**config.mk**
```make
export PLATFORM = sky130hd
export DESIGN_NAME = muldiv_unit
export DESIGN_NICKNAME = d
export VERILOG_FILES = /design/src/rtl/muldiv_unit.sv
export SDC_FILE = /design/constraint.sdc
export NUM_CORES = 1
export LEC_CHECK = 0
export ABC_CLOCK_PERIOD_IN_PS = 7100
export BUFFER_PORTS_ARGS = -buffer_cell sky130_fd_sc_hd__buf_2
export CELL_PAD_IN_SITES_DETAIL_PLACEMENT = 0
export CELL_PAD_IN_SITES_GLOBAL_PLACEMENT = 1
export CORE_MARGIN = 2
export CORE_UTILIZATION = 42
export CTS_BUF_LIST = sky130_fd_sc_hd__clkbuf_8 sky130_fd_sc_hd__clkbuf_16
export DETAILED_ROUTE_END_ITERATION = 6
export GPL_ROUTABILITY_DRIVEN = 0
export PLACE_DENSITY_LB_ADDON = 0.1
export SLEW_MARGIN = 20
export SYNTH_ARGS = -nofsm -noshare
export SYNTH_HDL_FRONTEND = slang
export SYNTH_SLANG_ARGS = --single-unit
```
**constraint.sdc**
```tcl
create_clock -name clk -period 7.1 [get_ports clk]
set_input_delay 1.065 -clock clk [delete_from_list [all_inputs] [get_ports clk]]
set_output_delay 1.065 -clock clk [all_outputs]
set_load 0.03 [all_outputs]
```
**src/rtl/muldiv_unit.sv**
```systemverilog
// muldiv_unit: 33-cycle MULT/MULTU/DIV/DIVU engine with HI/LO and MTHI/MTLO.
// Ports: clk, rst (async high); start/op/busA/busB launch an op;
//   WEhi/WElo write HI/LO from busA when idle; HI/LO results;
//   busy while running; done/div0 one-cycle completion pulses.
module muldiv_unit (
  input  logic        clk,
  input  logic        rst,
  input  logic        start,
  input  logic [1:0]  op,
  input  logic [31:0] busA,
  input  logic [31:0] busB,
  input  logic        WEhi,
  input  logic        WElo,
  output logic [31:0] HI,
  output logic [31:0] LO,
  output logic        busy,
  output logic        done,
  output logic        div0
);

  typedef enum logic [1:0] {
    IDLE,
    CALC,
    FIX
  } state_t;

  state_t      state;
  state_t      state_n;
  logic [1:0]  op_q;
  logic [31:0] a_q;
  logic [31:0] b_q;
  logic [31:0] a_raw;
  logic        sa;
  logic        sx;
  logic [4:0]  count;
  logic [63:0] p;

  logic        accept;
  logic        is_div;
  logic        sgn;
  logic [31:0] a_abs;
  logic [31:0] b_abs;
  logic [32:0] add33;
  logic [63:0] mul_next;
  logic [32:0] sh;
  logic        ge;
  logic [31:0] sub;
  logic [63:0] div_next;
  logic [63:0] neg64;
  logic [31:0] res_hi;
  logic [31:0] res_lo;

  assign busy   = (state != IDLE);
  assign accept = (state == IDLE) && start;
  assign is_div = op_q[1];
  assign sgn    = op[0];
  assign a_abs  = (sgn && busA[31]) ? -busA : busA;
  assign b_abs  = (sgn && busB[31]) ? -busB : busB;

  always_ff @(posedge clk or posedge rst) begin
    if (rst) state <= IDLE;
    else     state <= state_n;
  end

  always_comb begin
    state_n = state;
    unique case (state)
      IDLE:    if (start) state_n = CALC;
      CALC:    if (count == 5'd31) state_n = FIX;
      FIX:     state_n = IDLE;
      default: state_n = IDLE;
    endcase
  end

  // Multiply: low half holds the shrinking multiplier, high half
  // accumulates; each step adds then shifts the 64-bit pair right.
  always_comb begin
    add33    = {1'b0, p[63:32]} + (p[0] ? {1'b0, a_q} : 33'd0);
    mul_next = {add33, p[31:1]};
  end

  // Divide: high half is the partial remainder, low half shifts
  // dividend bits out and quotient bits in. The shifted remainder
  // needs 33 bits; any successful subtract fits back in 32.
  always_comb begin
    sh       = {p[63:32], p[31]};
    ge       = (sh >= {1'b0, b_q});
    sub      = sh[31:0] - b_q;
    div_next = ge ? {sub, p[30:0], 1'b1}
                  : {sh[31:0], p[30:0], 1'b0};
  end

  always_comb begin
    neg64  = -p;
    res_hi = p[63:32];
    res_lo = p[31:0];
    if (!is_div) begin
      if (sx) begin
        res_hi = neg64[63:32];
        res_lo = neg64[31:0];
      end
    end else if (b_q == 32'd0) begin
      res_hi = a_raw;
      res_lo = 32'hFFFF_FFFF;
    end else begin
      if (sx) res_lo = -p[31:0];
      if (sa) res_hi = -p[63:32];
    end
  end

  always_ff @(posedge clk or posedge rst) begin
    if (rst) begin
      op_q  <= 2'd0;
      a_q   <= 32'd0;
      b_q   <= 32'd0;
      a_raw <= 32'd0;
      sa    <= 1'b0;
      sx    <= 1'b0;
      count <= 5'd0;
      p     <= 64'd0;
      HI    <= 32'd0;
      LO    <= 32'd0;
      done  <= 1'b0;
      div0  <= 1'b0;
    end else begin
      done <= 1'b0;
      div0 <= 1'b0;
      unique case (state)
        IDLE: begin
          if (accept) begin
            op_q  <= op;
            a_q   <= a_abs;
            b_q   <= b_abs;
            a_raw <= busA;
            sa    <= sgn & busA[31];
            sx    <= sgn & (busA[31] ^ busB[31]);
            count <= 5'd0;
            p     <= {32'd0, op[1] ? a_abs : b_abs};
          end else begin
            if (WEhi) HI <= busA;
            if (WElo) LO <= busA;
          end
        end
        CALC: begin
          count <= count + 5'd1;
          p     <= is_div ? div_next : mul_next;
        end
        FIX: begin
          HI   <= res_hi;
          LO   <= res_lo;
          done <= 1'b1;
          div0 <= is_div && (b_q == 32'd0);
        end
        default: ;
      endcase
    end
  end

endmodule

```
Yosys cells after proc, flatten, opt, wreduce, memory -nomap -nowiden

Cells that the tools add are included.

Add/subtract/negate cells: 8
$lt $le $gt $ge: 1
Equal/unequal tests: 9
Muxes and demuxes: 29
Bitwise operators: 3
Reduce and logical (&&, ||, !) cells: 14

Operators with widths:

| cell                                                | count |
|---|---|
| 2-to-1 mux 32 bit                                   | 16 |
| 2-to-1 mux 64 bit                                   | 3 |
| negation 32 bit                                     | 4 |
| case mux 32 bit (2 select lines)                    | 2 |
| case mux 64 bit (2 select lines)                    | 1 |
| negation 64 bit                                     | 1 |
| adder 32 x 32 -> 33 bit                             | 1 |
| >= comparator 33 x 32 -> 1 bit                      | 1 |
| logical NOT 32 bit                                  | 1 |
| subtractor 32 bit                                   | 1 |
| inequality test 2 bit, second input constant        | 6 |
| case mux 5 bit (2 select lines)                     | 1 |
| AND reduction 2 bit                                 | 3 |
| AND reduction 3 bit                                 | 2 |
| nonzero test 2 bit                                  | 3 |
| adder 5 x 1 -> 5 bit, second input constant         | 1 |
| equality test 5 bit, second input constant          | 1 |
| 2-to-1 mux 5 bit                                    | 1 |
| logical AND 1 bit                                   | 4 |
| 2-to-1 mux 2 bit                                    | 2 |
| case mux 2 bit (2 select lines)                     | 1 |
| AND 1 bit                                           | 2 |
| equality test 2 x 1 -> 1 bit, second input constant | 1 |
| equality test 2 bit, second input constant          | 1 |
| 3 further kinds                                     | 4 |

Flip-flop bits (word level): 237
Output and inout bits: 67
Logic and storage cells: 77

Logic depth before layout (Yosys ltp)

Depth after elaboration: 5
Mapped depth: 14
Mapped depth without buffers: 13

Worst setup path after synthesis

No wires, ideal clock.

Kind: input to register
Start point: input busA[7]
End point: register p[27]
Library setup time: 126 ps
Data arrival time: 3386 ps
Required time: 6974 ps
Setup slack: 3588 ps
Cell stages on the path: 9
Path buffers: 1
Cell sequence: buf_2 -> or4_1 -> nor4_1 -> and3_1 -> nand3_1 -> o31ai_1 -> xor2_1 -> a21oi_1 -> a221o_1

Longest elaborated chain between the ends: 5

Ends and longest elaborated chain:

| item                             | line | text |
|---|---|---|
| from (decl)                      | 10   | `input logic [31:0] busA,` |
| negation 32 bit                  | 57   | `assign a_abs = (sgn && busA[31]) ? -busA : busA;` |
| 2-to-1 mux 32 bit                | 57   |  |
| 2-to-1 mux 32 bit                | 138  | `p <= {32'd0, op[1] ? a_abs : b_abs};` |
| 2-to-1 mux 64 bit                | 130  | `if (accept) begin` |
| case mux 64 bit (2 select lines) | 128  | `unique case (state)` |
| to (signal assigned)             | 138  |  |
| to (signal assigned)             | 146  | `p <= is_div ? div_next : mul_next;` |
| to (decl)                        | 36   | `logic [63:0] p;` |

Every way passes these cells. The select of a mux whose other input is x is not followed.
A chain may end at the register's enable or synchronous reset.

Worst setup path in the final report

Start point: register p[40]
End point: register p[52]

Longest elaborated chain between the ends: 4
Elaborated cells between the ends (all ways): 6

Ends and longest elaborated chain:

| item                                                                | line   | text |
|---|---|---|
| subtractor 32 bit or >= comparator 33 x 32 -> 1 bit (tied branches) | 88, 87 |  |
| 2-to-1 mux 64 bit                                                   | 89     | `div_next = ge ? {sub, p[30:0], 1'b1}` |
| 2-to-1 mux 64 bit *                                                 | 146    |  |
| case mux 64 bit (2 select lines) *                                  | 128    |  |

Every way passes the cells marked *; elsewhere a longest branch is shown, timed or not.

==> run_summary.xml <==
<?xml version="1.0" encoding="UTF-8"?>
<metrics>
  <group name="place">
    <metric name="dp_hpwl" unit="um">50900</metric>
    <metric name="post_dp_cell_area" unit="mm^2">0.0188</metric>
    <metric name="preCtsSetupSlack" unit="ps">2200</metric>
    <metric name="placement.io_buffers" unit="">137</metric>
    <metric name="placed_cells_incl_taps" unit="">2770</metric>
  </group>
  <group name="route">
    <metric name="drc_errors" unit="">0</metric>
    <metric name="viasPerCell" unit="">5.95</metric>
    <metric name="detail-route-antenna-nets" unit="">0</metric>
    <metric name="finalWirelength" unit="um">68600</metric>
    <metric name="count_of_vias_placed_by_the_detailed_router" unit="">16800</metric>
    <metric name="firstDrtPassIters" unit="">5</metric>
    <metric name="route.detailed.wl_per_inst" unit="um">24.3</metric>
    <metric name="dr.first_iter.drc_count" unit="">1432</metric>
  </group>
  <group name="clock_tree">
    <metric name="cts_buffers" unit="">30</metric>
    <metric name="clock-sinks" unit="">235</metric>
    <metric name="clk_path_buf_depth" unit="">3</metric>
    <metric name="htreeDepth" unit="">1</metric>
    <metric name="clk_transition_reported_paths" unit="ps">60</metric>
    <metric name="clk_tree_root_cell" unit="">sky130_fd_sc_hd__clkbuf_16</metric>
    <metric name="clock_insertion_delay_worst_skew" unit="ps">600</metric>
    <metric name="cts_repair_resized_insts" unit="">0</metric>
    <metric name="cts_post_setup_buffers_inserted" unit="">0</metric>
    <metric name="cts_tree" unit="">built</metric>
    <metric name="holdBufCountCts" unit="">0</metric>
  </group>
  <group name="global_route">
    <metric name="groute.layer.met1.usage" unit="">0.442</metric>
    <metric name="grt_usage" unit="">0.309</metric>
    <metric name="first_global_vias" unit="">15900</metric>
    <metric name="gr-max-usage-layer" unit="">met2</metric>
    <metric name="antenna_violations_before_repair" unit="">6</metric>
    <metric name="grt_max_degree" unit="">164</metric>
    <metric name="grt_pass1_wl" unit="um">103000</metric>
    <metric name="grt.overflow.total" unit="">0</metric>
    <metric name="global_route.usage.met2" unit="">0.473</metric>
    <metric name="grt_util_met3" unit="">0.0349</metric>
  </group>
  <group name="sta">
    <metric name="period_minus_slack" unit="ps">4990</metric>
    <metric name="slew_headroom" unit="">0.241</metric>
    <metric name="finalSetupViolations" unit="">0</metric>
    <metric name="timing.final.crit_share" unit="">0.703</metric>
    <metric name="final.hold.worst_slack" unit="ps">377</metric>
    <metric name="layout_setup_ws" unit="ps">2110</metric>
    <metric name="max_freq" unit="MHz">200</metric>
    <metric name="transition_at_the_pin_with_the_smallest_max_transition_slack" unit="ps">1140</metric>
    <metric name="maxSlewViolCount" unit="">0</metric>
    <metric name="final-hold-violation-count" unit="">0</metric>
    <metric name="tns" unit="ps">0</metric>
    <metric name="rsz0062_at_grt" unit="">false</metric>
    <metric name="worst_clock_skew" unit="ps">24.6</metric>
  </group>
  <group name="logic_synthesis">
    <metric name="syn_avg_cell_area" unit="um^2">8.02</metric>
    <metric name="muxShareOfSynthArea" unit="">0.0529</metric>
    <metric name="synth_edf_count" unit="">0</metric>
    <metric name="synth_warnings" unit="">0</metric>
    <metric name="yosys.cell_types.count" unit="">81</metric>
    <metric name="synthXorXnorAreaFrac" unit="">0.0976</metric>
    <metric name="synth.net_count" unit="">2371</metric>
    <metric name="synth_ff_type" unit="">sky130_fd_sc_hd__dfrtp_1</metric>
    <metric name="number_of_cells_produced_by_synthesis" unit="">2228</metric>
    <metric name="synth-adder-area-share" unit="">0.0513</metric>
    <metric name="ys_async_sr_fraction" unit="">1.00</metric>
    <metric name="seq_area_frac_synth" unit="">0.329</metric>
    <metric name="synthesized_flop_and_latch_total" unit="">235</metric>
    <metric name="syn-cell-area" unit="mm^2">0.0179</metric>
    <metric name="synth_compound_area_frac" unit="">0.223</metric>
    <metric name="synth_top_family_by_area" unit="">compound AO/OA/AOI/OAI gates</metric>
    <metric name="post_synth_and_or_nand_nor_area_fraction" unit="">0.194</metric>
  </group>
  <group name="floorplanning">
    <metric name="die-area" unit="mm^2">0.0442</metric>
    <metric name="floorplan.rows" unit="">75</metric>
    <metric name="die_width" unit="um">210</metric>
    <metric name="floorplan.initialDensity" unit="">0.426</metric>
    <metric name="io_pins" unit="">138</metric>
    <metric name="die_h" unit="um">210</metric>
    <metric name="floorplan.core_area" unit="mm^2">0.0419</metric>
  </group>
  <group name="pwr">
    <metric name="power_density" unit="mW/mm^2">555</metric>
    <metric name="pleak" unit="nW">8.68</metric>
    <metric name="internal_portion_of_total_power" unit="mW">5.60</metric>
    <metric name="sequentialPowerShare" unit="">0.259</metric>
    <metric name="p_total" unit="mW">11.1</metric>
    <metric name="share_clk_of_total_power" unit="">0.152</metric>
    <metric name="power.net_switching" unit="mW">5.47</metric>
    <metric name="power_switching_share" unit="">0.494</metric>
    <metric name="ir_worst_vdd" unit="uV">324</metric>
    <metric name="combPwrFrac" unit="">0.589</metric>
  </group>
  <group name="run_status">
    <metric name="status" unit="">complete, no violations</metric>
  </group>
  <group name="layout">
    <metric name="layout_cells_sized_above_1" unit="">0.114</metric>
    <metric name="area_delta_synth_final" unit="%">11.6</metric>
    <metric name="stdcell_area" unit="mm^2">0.0199</metric>
    <metric name="final_cell_count_no_fill" unit="">2828</metric>
    <metric name="postLayoutCoreUtil" unit="">0.475</metric>
    <metric name="design.final.nets" unit="">2406</metric>
  </group>
  <group name="critical_path">
    <metric name="worst_setup_path_start_kind" unit="">register</metric>
    <metric name="cp.arrival" unit="ps">5420</metric>
    <metric name="worst_ep_required_time" unit="ps">7530</metric>
    <metric name="r2r_setup_slack" unit="ps">2110</metric>
    <metric name="worstPathMaxFanout" unit="">17</metric>
    <metric name="critical_path.endpoint_type" unit="">register</metric>
    <metric name="timing_worst_setup_path_type" unit="">register to register</metric>
  </group>
  <group name="hold_path">
    <metric name="worstHoldPathType" unit="">primary input to asynchronous set/reset pin</metric>
  </group>
  <group name="job">
    <metric name="max_cap_violations" unit="">0</metric>
  </group>
</metrics>
worst max-delay path, stage by stage, from the launching register on:
cell	delay, ps
sky130_fd_sc_hd__dfrtp_1	530
sky130_fd_sc_hd__ha_1	470
sky130_fd_sc_hd__nand4_1	250
sky130_fd_sc_hd__or4_1	590
sky130_fd_sc_hd__a31o_1	250
sky130_fd_sc_hd__a31oi_1	290
sky130_fd_sc_hd__a311oi_1	190
sky130_fd_sc_hd__o21bai_1	690
sky130_fd_sc_hd__and2_1	770
sky130_fd_sc_hd__buf_4	430
sky130_fd_sc_hd__mux2i_1	230
sky130_fd_sc_hd__o221ai_1	120
synthesized netlist by cell type, types with 12 or more instances:
master,instances,area [um^2]
sky130_fd_sc_hd__dfrtp_1,235,5880
sky130_fd_sc_hd__nand4_1,17,106
sky130_fd_sc_hd__nor2_1,118,443
sky130_fd_sc_hd__o41ai_1,13,114
sky130_fd_sc_hd__nor3_1,32,160
sky130_fd_sc_hd__xnor2_1,114,998
sky130_fd_sc_hd__o221ai_1,14,123
sky130_fd_sc_hd__nand3_1,30,150
sky130_fd_sc_hd__a211oi_1,17,128
sky130_fd_sc_hd__o31ai_1,29,218
sky130_fd_sc_hd__ha_1,70,876
sky130_fd_sc_hd__o21ai_0,234,1170
sky130_fd_sc_hd__a21oi_1,146,731
sky130_fd_sc_hd__or3_1,28,175
sky130_fd_sc_hd__a22oi_1,18,135
sky130_fd_sc_hd__xor2_1,85,744
sky130_fd_sc_hd__a21o_1,16,120
sky130_fd_sc_hd__o211ai_1,23,173
sky130_fd_sc_hd__o22ai_1,37,231
sky130_fd_sc_hd__buf_1,15,56.3
sky130_fd_sc_hd__mux2i_1,91,911
sky130_fd_sc_hd__clkbuf_1,132,495
sky130_fd_sc_hd__o21ai_1,35,175
sky130_fd_sc_hd__inv_1,70,263
sky130_fd_sc_hd__nor4_1,20,125
sky130_fd_sc_hd__nand2b_1,17,106
sky130_fd_sc_hd__nand2_1,364,1370
sky130_fd_sc_hd__o21bai_1,12,90.1
sky130_fd_sc_hd__or4_1,13,97.6
sky130_fd_sc_hd__and2_1,37,231
power by group through the flow:
stage / logic (mW) / registers (mW) / clock network (mW)
global placement: 6.42 / 2.85 / 0
CTS: 6.50 / 2.86 / 1.69
floorplan: 4.77 / 2.74 / 0
finish: 6.53 / 2.86 / 1.68
detailed placement: 6.46 / 2.87 / 0
global route: 7.22 / 2.94 / 1.74
cell type report:
type                       count  area, um^2
antenna                        2        5.00
timing repair buffer         166         920
tap                          539         674
sequential                   235        5880
inverter                      71         270
fill                        4155       22000
clock buffer                  43         941
multi-input combinational   1759       11100
clock inverter                13         153
per-layer routing:
metal,vias up,part of all wire
met3,117,0.055
met5,-,0.00026
li1,7970,-
met1,8190,0.46
met2,561,0.44
met4,2,0.049
placed cells by master, fill, tap and decap left out, drive strengths merged, types with 71 or more instances in the layout:
master	synthesis	final
a21oi	146	146
mux2i	91	91
nand2	364	364
dfrtp	235	235
buf	31	166
o21ai	269	269
xor2	85	85
inv	70	71
nor2	118	118
xnor2	114	114
worst paths after layout:
| check | startpoint | to | cells after the start |
|---|---|---|---|
| max | p[40] | p[52] | 11 |
| min | rst | HI[13] | 2 |
| max reg2reg | p[40] | p[52] | 11 |
| min reg2reg | a_raw[10] | a_raw[10] | 2 |
| max in group asynchronous | rst | op_q[1] | 3 |
| min in group clk | a_raw[10] | a_raw[10] | 2 |
state kept, by name, indices dropped and copies added, names as in the netlist:
name   count
done       1
count      5
div0       1
op_q       1
a_raw     31
a_q       32
LO        32
p         64
HI        32
b_q       32
sx         1
state      2
sa         1
cells by family (layout without fill, tap and decap cells):
group	count (synthesis)	in the layout
mux	94	94
compound gates	660	660
other cells	0	2
fa+ha+maj	72	72
buf+inv	234	293
flops	235	235
simple gates	734	734
xor+xnor	199	199
Power figures use the tool's default switching activity.
